## config.mk

```make
export PLATFORM = sky130hd
export DESIGN_NAME = rcu_pll_ctrl
export DESIGN_NICKNAME = d
export VERILOG_FILES = /design/src/rtl/rcu_pkg.sv /design/src/rtl/rcu_sync2.sv /design/src/rtl/rcu_pll_ctrl.sv
export SDC_FILE = /design/constraint.sdc
export NUM_CORES = 1
export LEC_CHECK = 0
export CORE_MARGIN = 1
export CORE_UTILIZATION = 45
export DETAILED_ROUTE_END_ITERATION = 7
export PLACE_DENSITY = 0.65
export REMOVE_ABC_BUFFERS = 1
export SETUP_SLACK_MARGIN = 0.3
export SLEW_MARGIN = 20
export SYNTH_ARGS = -nofsm -noshare
export SYNTH_HDL_FRONTEND = slang
export SYNTH_SLANG_ARGS = --single-unit
export TNS_END_PERCENT = 100
```

## constraint.sdc

```tcl
create_clock -name ref_clk_i -period 2.7 [get_ports ref_clk_i]
set_clock_uncertainty 0.15 [all_clocks]
set_input_delay 0.27 -clock ref_clk_i [delete_from_list [all_inputs] [get_ports ref_clk_i]]
set_output_delay 0.27 -clock ref_clk_i [all_outputs]
set_load 0.05 [all_outputs]
```

## src/rtl/rcu_pkg.sv

```systemverilog
// Shared state encoding and default timing constants for the RCU PLL sequencer.
// The configuration width comes from the project-wide RCU_CLK_CFG_WIDTH define.
`ifndef RCU_CLK_CFG_WIDTH
`define RCU_CLK_CFG_WIDTH 8
`endif

package rcu_pkg;

    localparam int DEF_CFG_WIDTH    = `RCU_CLK_CFG_WIDTH;
    localparam int DEF_SWITCH_CYC   = 4;
    localparam int DEF_SETTLE_CYC   = 16;
    localparam int DEF_LOCK_TIMEOUT = 4096;
    localparam int DEF_LOCK_STABLE  = 8;

    typedef enum logic [2:0] {
        ST_IDLE,
        ST_BYPASS,
        ST_PWRDN,
        ST_PWRUP,
        ST_STABLE,
        ST_SWITCH,
        ST_RUN
    } rcu_pll_state_e;

    function automatic int max3(input int a, input int b, input int c);
        int m;
        m = (a > b) ? a : b;
        return (m > c) ? m : c;
    endfunction

endpackage

```

## src/rtl/rcu_sync2.sv

```systemverilog
// Generic two-flop synchronizer with synchronous active-high reset.
module rcu_sync2 #(
    parameter int WIDTH = 1
) (
    input  logic             clk_i,
    input  logic             rst_i,
    input  logic [WIDTH-1:0] d_i,
    output logic [WIDTH-1:0] q_o
);

    logic [WIDTH-1:0] meta_q;
    logic [WIDTH-1:0] sync_q;

    always_ff @(posedge clk_i) begin
        if (rst_i) begin
            meta_q <= '0;
            sync_q <= '0;
        end else begin
            meta_q <= d_i;
            sync_q <= meta_q;
        end
    end

    assign q_o = sync_q;

endmodule

```

## src/rtl/rcu_pll_ctrl.sv

```systemverilog
// RCU PLL sequencer: bypass, power down, load config, power up, qualify lock, switch to PLL.
// Runs on the reference clock and watches the synchronized lock flag for timeout and loss.
module rcu_pll_ctrl
    import rcu_pkg::*;
#(
    parameter int CFG_WIDTH    = DEF_CFG_WIDTH,
    parameter int SWITCH_CYC   = DEF_SWITCH_CYC,
    parameter int SETTLE_CYC   = DEF_SETTLE_CYC,
    parameter int LOCK_TIMEOUT = DEF_LOCK_TIMEOUT,
    parameter int LOCK_STABLE  = DEF_LOCK_STABLE
) (
    input  logic                 ref_clk_i,
    input  logic                 rst_i,
    input  logic                 req_valid_i,
    output logic                 req_ready_o,
    input  logic                 req_en_i,
    input  logic [CFG_WIDTH-1:0] req_cfg_i,
    input  logic                 pll_lock_i,
    output logic                 pll_en_o,
    output logic [CFG_WIDTH-1:0] clk_cfg_o,
    output logic                 clk_sel_o,
    output logic                 locked_o,
    output logic                 busy_o,
    output logic                 err_o,
    output logic                 lock_lost_o
);

    localparam int PH_W  = $clog2(max3(SWITCH_CYC, SETTLE_CYC, LOCK_STABLE) + 1);
    localparam int TMO_W = $clog2(LOCK_TIMEOUT + 1);

    rcu_pll_state_e       state_q, state_d;
    logic [PH_W-1:0]      phase_q, phase_d;
    logic [TMO_W-1:0]     tmo_q, tmo_d;
    logic                 en_lat_q, en_lat_d;
    logic [CFG_WIDTH-1:0] cfg_lat_q, cfg_lat_d;
    logic                 pll_en_q, pll_en_d;
    logic [CFG_WIDTH-1:0] clk_cfg_q, clk_cfg_d;
    logic                 clk_sel_q, clk_sel_d;
    logic                 locked_q, locked_d;
    logic                 busy_q, busy_d;
    logic                 err_q, err_d;
    logic                 lock_lost_q, lock_lost_d;
    logic                 req_ready_q, req_ready_d;
    logic                 lock_gated;
    logic                 lock_synced;
    logic                 accept;
    logic                 tmo_hit;

    // A disabled PLL can report garbage on its lock pin, so gate before syncing.
    assign lock_gated = pll_lock_i & pll_en_q;

    rcu_sync2 #(.WIDTH(1)) u_lock_sync (
        .clk_i (ref_clk_i),
        .rst_i (rst_i),
        .d_i   (lock_gated),
        .q_o   (lock_synced)
    );

    assign accept  = req_valid_i && req_ready_q;
    assign tmo_hit = (tmo_q == TMO_W'(LOCK_TIMEOUT - 1));

    always_comb begin
        state_d     = state_q;
        phase_d     = phase_q + 1'b1;
        tmo_d       = tmo_q;
        en_lat_d    = en_lat_q;
        cfg_lat_d   = cfg_lat_q;
        pll_en_d    = pll_en_q;
        clk_cfg_d   = clk_cfg_q;
        clk_sel_d   = clk_sel_q;
        locked_d    = locked_q;
        err_d       = err_q;
        lock_lost_d = 1'b0;

        case (state_q)
            ST_IDLE, ST_RUN: begin
                phase_d = '0;
                if (accept) begin
                    state_d   = ST_BYPASS;
                    en_lat_d  = req_en_i;
                    cfg_lat_d = req_cfg_i;
                    err_d     = 1'b0;
                    clk_sel_d = 1'b0;
                    locked_d  = 1'b0;
                end else if (state_q == ST_RUN && !lock_synced) begin
                    state_d     = ST_PWRUP;
                    tmo_d       = '0;
                    clk_sel_d   = 1'b0;
                    locked_d    = 1'b0;
                    lock_lost_d = 1'b1;
                end
            end
            ST_BYPASS: begin
                if (phase_q == PH_W'(SWITCH_CYC - 1)) begin
                    state_d   = ST_PWRDN;
                    phase_d   = '0;
                    pll_en_d  = 1'b0;
                    clk_cfg_d = cfg_lat_q;
                end
            end
            ST_PWRDN: begin
                if (phase_q == PH_W'(SETTLE_CYC - 1)) begin
                    phase_d = '0;
                    if (en_lat_q) begin
                        state_d  = ST_PWRUP;
                        pll_en_d = 1'b1;
                        tmo_d    = '0;
                    end else begin
                        state_d = ST_IDLE;
                    end
                end
            end
            ST_PWRUP, ST_STABLE: begin
                tmo_d = tmo_q + 1'b1;
                // Timeout wins even if the stable count completes on the same cycle.
                if (tmo_hit) begin
                    state_d   = ST_IDLE;
                    phase_d   = '0;
                    tmo_d     = '0;
                    pll_en_d  = 1'b0;
                    err_d     = 1'b1;
                    clk_sel_d = 1'b0;
                    locked_d  = 1'b0;
                end else if (!lock_synced) begin
                    state_d = ST_PWRUP;
                    phase_d = '0;
                end else if (state_q == ST_PWRUP) begin
                    state_d = ST_STABLE;
                    phase_d = PH_W'(1);
                end else if (phase_q == PH_W'(LOCK_STABLE - 1)) begin
                    state_d   = ST_SWITCH;
                    phase_d   = '0;
                    clk_sel_d = 1'b1;
                end
            end
            ST_SWITCH: begin
                if (phase_q == PH_W'(SWITCH_CYC - 1)) begin
                    state_d  = ST_RUN;
                    phase_d  = '0;
                    locked_d = 1'b1;
                end
            end
            default: begin
                state_d = ST_IDLE;
                phase_d = '0;
            end
        endcase

        req_ready_d = (state_d == ST_IDLE) || (state_d == ST_RUN);
        busy_d      = !req_ready_d;
    end

    always_ff @(posedge ref_clk_i) begin
        if (rst_i) begin
            state_q     <= ST_IDLE;
            phase_q     <= '0;
            tmo_q       <= '0;
            en_lat_q    <= 1'b0;
            cfg_lat_q   <= '0;
            pll_en_q    <= 1'b0;
            clk_cfg_q   <= '0;
            clk_sel_q   <= 1'b0;
            locked_q    <= 1'b0;
            busy_q      <= 1'b0;
            err_q       <= 1'b0;
            lock_lost_q <= 1'b0;
            req_ready_q <= 1'b1;
        end else begin
            state_q     <= state_d;
            phase_q     <= phase_d;
            tmo_q       <= tmo_d;
            en_lat_q    <= en_lat_d;
            cfg_lat_q   <= cfg_lat_d;
            pll_en_q    <= pll_en_d;
            clk_cfg_q   <= clk_cfg_d;
            clk_sel_q   <= clk_sel_d;
            locked_q    <= locked_d;
            busy_q      <= busy_d;
            err_q       <= err_d;
            lock_lost_q <= lock_lost_d;
            req_ready_q <= req_ready_d;
        end
    end

    assign req_ready_o = req_ready_q;
    assign pll_en_o    = pll_en_q;
    assign clk_cfg_o   = clk_cfg_q;
    assign clk_sel_o   = clk_sel_q;
    assign locked_o    = locked_q;
    assign busy_o      = busy_q;
    assign err_o       = err_q;
    assign lock_lost_o = lock_lost_q;

endmodule

```

==> impl_summary.log <==
[metrics] Peak VDD IR: approximately 0.33 mV
[metrics] maximum frequency from static timing analysis: between 400 and 500 MHz
[metrics] portion of the post-synthesis area used by sequential elements: 42.2%
[metrics] final cell area excluding filler cells: around 2700 um2
[metrics] headroom to the max-slew limit: between 60% and 70%
[metrics] number of clock buffers inserted by TritonCTS: 5
[metrics] wire length of the first global-routing pass: 7.96 mm
[metrics] number of diodes: 0
[metrics] power dissipated by switching net loads: between 0.3 and 0.4 mW
[metrics] CORE AREA: about 4800 um2
[metrics] worst-path fanout max: 5
[metrics] outcome: complete, no violations
[metrics] total routed wirelength: between 4 and 5 mm
[metrics] ratio of routed vias to standard cells: 5.33
[metrics] switching share of power: a little over a quarter
[metrics] count of input and output buffers: 27
[metrics] RSZ-0062 raised after global routing: no
[metrics] clk root buf: sky130_fd_sc_hd__clkbuf_8
[metrics] weighted congestion at the end of routability-driven global placement: roughly 0.85
[metrics] setup slack of the most critical reg-to-reg path: about 500 ps
[metrics] instance area at placement: approximately 2600 um2
[metrics] depth of the worst register-to-register path: 9
[metrics] clock group share of total power: about a third
[metrics] pin count of the biggest net entering global routing: 25
[metrics] cell-internal power: 0.960 mW
[metrics] start of the worst register-to-register path: phase_q[0]
[metrics] Critical Setup Path Class: reg2reg
[metrics] clock tree from TritonCTS: built
[metrics] number of global-route vias before repair: 1685
[metrics] die area: around 5200 um2
[metrics] detailed placer's ending HPWL: between 3 and 4 mm
[metrics] shortest period the worst path allows: roughly 2200 ps
[metrics] most frequently used flop master after synthesis: sky130_fd_sc_hd__dfxtp_1
[metrics] clock tree buffer depth: 2
[metrics] library cells used by synthesis: 53
[metrics] Post-DRT Antenna Nets: 0
[metrics] hold_buf cts: 0
[metrics] Critical Path Source Type: register
[metrics] chip width: between 70 and 80 um
[metrics] total number of vias: between 1500 and 2000
[metrics] cell count after synthesis: 249
[metrics] CTS HTree Levels: 2
[metrics] clock sinks: 47
[metrics] Static Leak: 0.996 nW
[metrics] count of cells along the worst hold path: 1
[metrics] DRC violations left: 0
[metrics] global router's overall resource usage: between 10% and 20%
[metrics] number of primary I/O pins: 28
[metrics] flops & latches, synth: 47
[metrics] count of yosys warnings during synthesis: 0
[metrics] gr ovfl total: 0
[metrics] required arrival time at the worst endpoint: 2770 ps
[metrics] ratio of cells with drive above 1 in the final layout: 11.8%
[metrics] effective utilization at floorplan: about 47%
[metrics] Clk Latency, worst-skew pair: ~310 ps
[metrics] relative contribution of combinational cells to total power: under 10%
[metrics] number of antenna violations at the first check in global routing: 0
[metrics] Pre-Repair DR Iteration Count: 4
[metrics] type of the most critical hold path: reg2reg
[metrics] Final Hold Violating Endpoints: 0
[metrics] end point of the worst hold path: u_lock_sync.q_o
[metrics] post-layout net count: 296
[metrics] share of the synthesized area in the top cell type: about 42%
[metrics] wire length per cell after detailed routing: 13.4 um
[metrics] final total negative setup slack: 0 ps
[metrics] Post-synth EDFFs: 0
[metrics] clock transition at the register clock pins on the worst setup and hold paths after CTS: roughly 100 ps
[metrics] Power Dens Cells: just under 500 nW/um2
[metrics] launch instance of the worst min-delay path: u_lock_sync.meta_q
[metrics] top cells by area in the synthesized netlist: sky130_fd_sc_hd__dfxtp_1 42%, sky130_fd_sc_hd__mux2i_1 7.6%, sky130_fd_sc_hd__nor2_1 6.6%
[metrics] fraction of synthesis flops using an asynchronous set or reset pin: 0%
[metrics] Netlist Area Pre-Place: 2230 um2
[metrics] Worst Tran Pin Value: between 500 and 600 ps
[metrics] Reg-to-Reg End: busy_o
[metrics] fraction of the cycle the final worst path needs: between 80% and 90%
[metrics] count of endpoints failing setup in the final report: 0
[metrics] number of DRC violations after detailed-routing iteration 0: about 180
[metrics] count of pins over their slew limit: 0
[metrics] vertical die dimension: between 70 and 80 um
[metrics] Critical Path AT: 2280 ps
[metrics] biggest area consumer among synthesized cells: sky130_fd_sc_hd__dfxtp_1
[metrics] max-capacitance violation count: 0
[metrics] capturing element type of the critical path: register
[metrics] sequential cell fraction of total power: about 56%
[metrics] synthesized area per cell: 8.95 um2
[metrics] area growth from synthesis to layout: 21.4%
[metrics] total number of placement rows: 25
## placed cells by master, fill, tap and decap left out, drive strengths merged, types with 2 or more instances in the layout
cell type      count
dfxtp             47
nor2              40
clkdlybuf4s50     27
mux2i             17
nand3             12
a21oi             12
inv               12
xor2              10
nand2              9
buf                9
o21ai              8
nor2b              6
a211oi             5
clkbuf             5
o211ai             4
ha                 4
a21o               3
xnor2              3
nor3               3
o22ai              3
a31oi              3
o2111ai            3
nor3b              3
nand4              3
and3               3
nor4               2
nand2b             2
o311ai             2
or3                2
## stage by stage
stage	instances	total power, mW	setup WS (ps)	utilization (%)	hold slack, ps
5_1_grt	347	1.36	340	56.9	315
3_5_place_dp	338	0.860	320	54.4	274
6_report	347	1.30	486	56.9	295
3_3_place_gp	338	0.860	397	54.4	268
2_1_floorplan	236	0.809	-259	-	189
4_1_cts	346	1.32	357	56.4	298
## area by class of cell
cell class              instances  area, um2
repair buffers                 36        335
fillers                       463       2050
clock buffers                   5       68.8
clock inverters                 3       26.3
flip-flops and latches         47        941
multi-input cells             180       1220
inverters                       9       33.8
well taps                      67       83.8
## cells in the mapped netlist, drive strengths merged, types with 2 or more instances
cell,instances
a21o,3
o21ai,8
a31oi,3
xor2,10
a211oi,5
xnor2,3
dfxtp,47
o22ai,3
inv,9
nand3,12
nand2b,2
nand2,9
o311ai,2
mux2i,17
nor4,2
clkbuf,7
o2111ai,3
and3,3
nor2b,6
buf,6
nor3b,3
nor2,40
ha,4
or3,2
nand4,3
nor3,3
o211ai,4
a21oi,12
## power groups by stage
stage / clock, mW / sequential, mW / combinational [mW]
floorplan: 0 / 0.747 / 0.0622
global placement: 0 / 0.740 / 0.120
detailed placement: 0 / 0.740 / 0.120
CTS: 0.476 / 0.724 / 0.120
global route: 0.498 / 0.727 / 0.132
finish: 0.458 / 0.724 / 0.122
## what timing repair did
action,CTS,global route
resized for setup,1,7
setup endpoints to repair,2,14
cloned,0,1
setup buffers,0,0
## registers in the layout, indices dropped and copies added (netlist names)
name	cells
cfg_lat_q	8
u_lock_sync.meta_q	1
phase_q	5
clk_sel_o	1
lock_lost_o	1
en_lat_q	1
clk_cfg_o	8
tmo_q	13
req_ready_o	1
locked_o	1
state_q	3
busy_o	1
err_o	1
u_lock_sync.q_o	1
pll_en_o	1
## cells by family after synthesis
group                      Yosys count  synth area share [%]
AOI/OAI and AO/OA                   52                  15.8
muxes                               17                  7.64
xor gates and xnor gates            13                  5.11
and+or+nand+nor                     93                  22.2
adders and majority gates            5                  2.70
DFF                                 47                  42.2
buffers and inverters               22                  4.32
## layer usage
| layer | vias to the layer above | track usage (%) | wire length (um) |
|---|---|---|---|
| met4 | 0 | 10.5 | 82 |
| met2 | 43 | 28.7 | 2040 |
| li1 | 953 | - | - |
| met3 | 9 | 5.42 | 243 |
| met1 | 846 | 26.7 | 2290 |
| met5 | - | 0 | 0 |
## worst max-delay path: stages, from the launching register on
cell and delay [ps]:
sky130_fd_sc_hd__dfxtp_1 370, sky130_fd_sc_hd__ha_1 220, sky130_fd_sc_hd__nand3_1 120, sky130_fd_sc_hd__inv_1 80
sky130_fd_sc_hd__ha_2 210, sky130_fd_sc_hd__inv_1 70, sky130_fd_sc_hd__o311ai_2 260, sky130_fd_sc_hd__o311ai_1 160
sky130_fd_sc_hd__a211o_1 270, sky130_fd_sc_hd__o211a_1 210
## worst max path at each step
stage,from,endpoint,slack [ps],depth (start not counted)
after floorplan,phase_q[0],tmo_q[0],-260,9
after global placement,phase_q[0],busy_o,400,9
after detailed placement,phase_q[0],busy_o,320,9
after CTS,phase_q[0],busy_o,360,9
after global routing,phase_q[0],busy_o,340,9
final,phase_q[0],busy_o,490,9
Power figures use the tool's default switching activity.
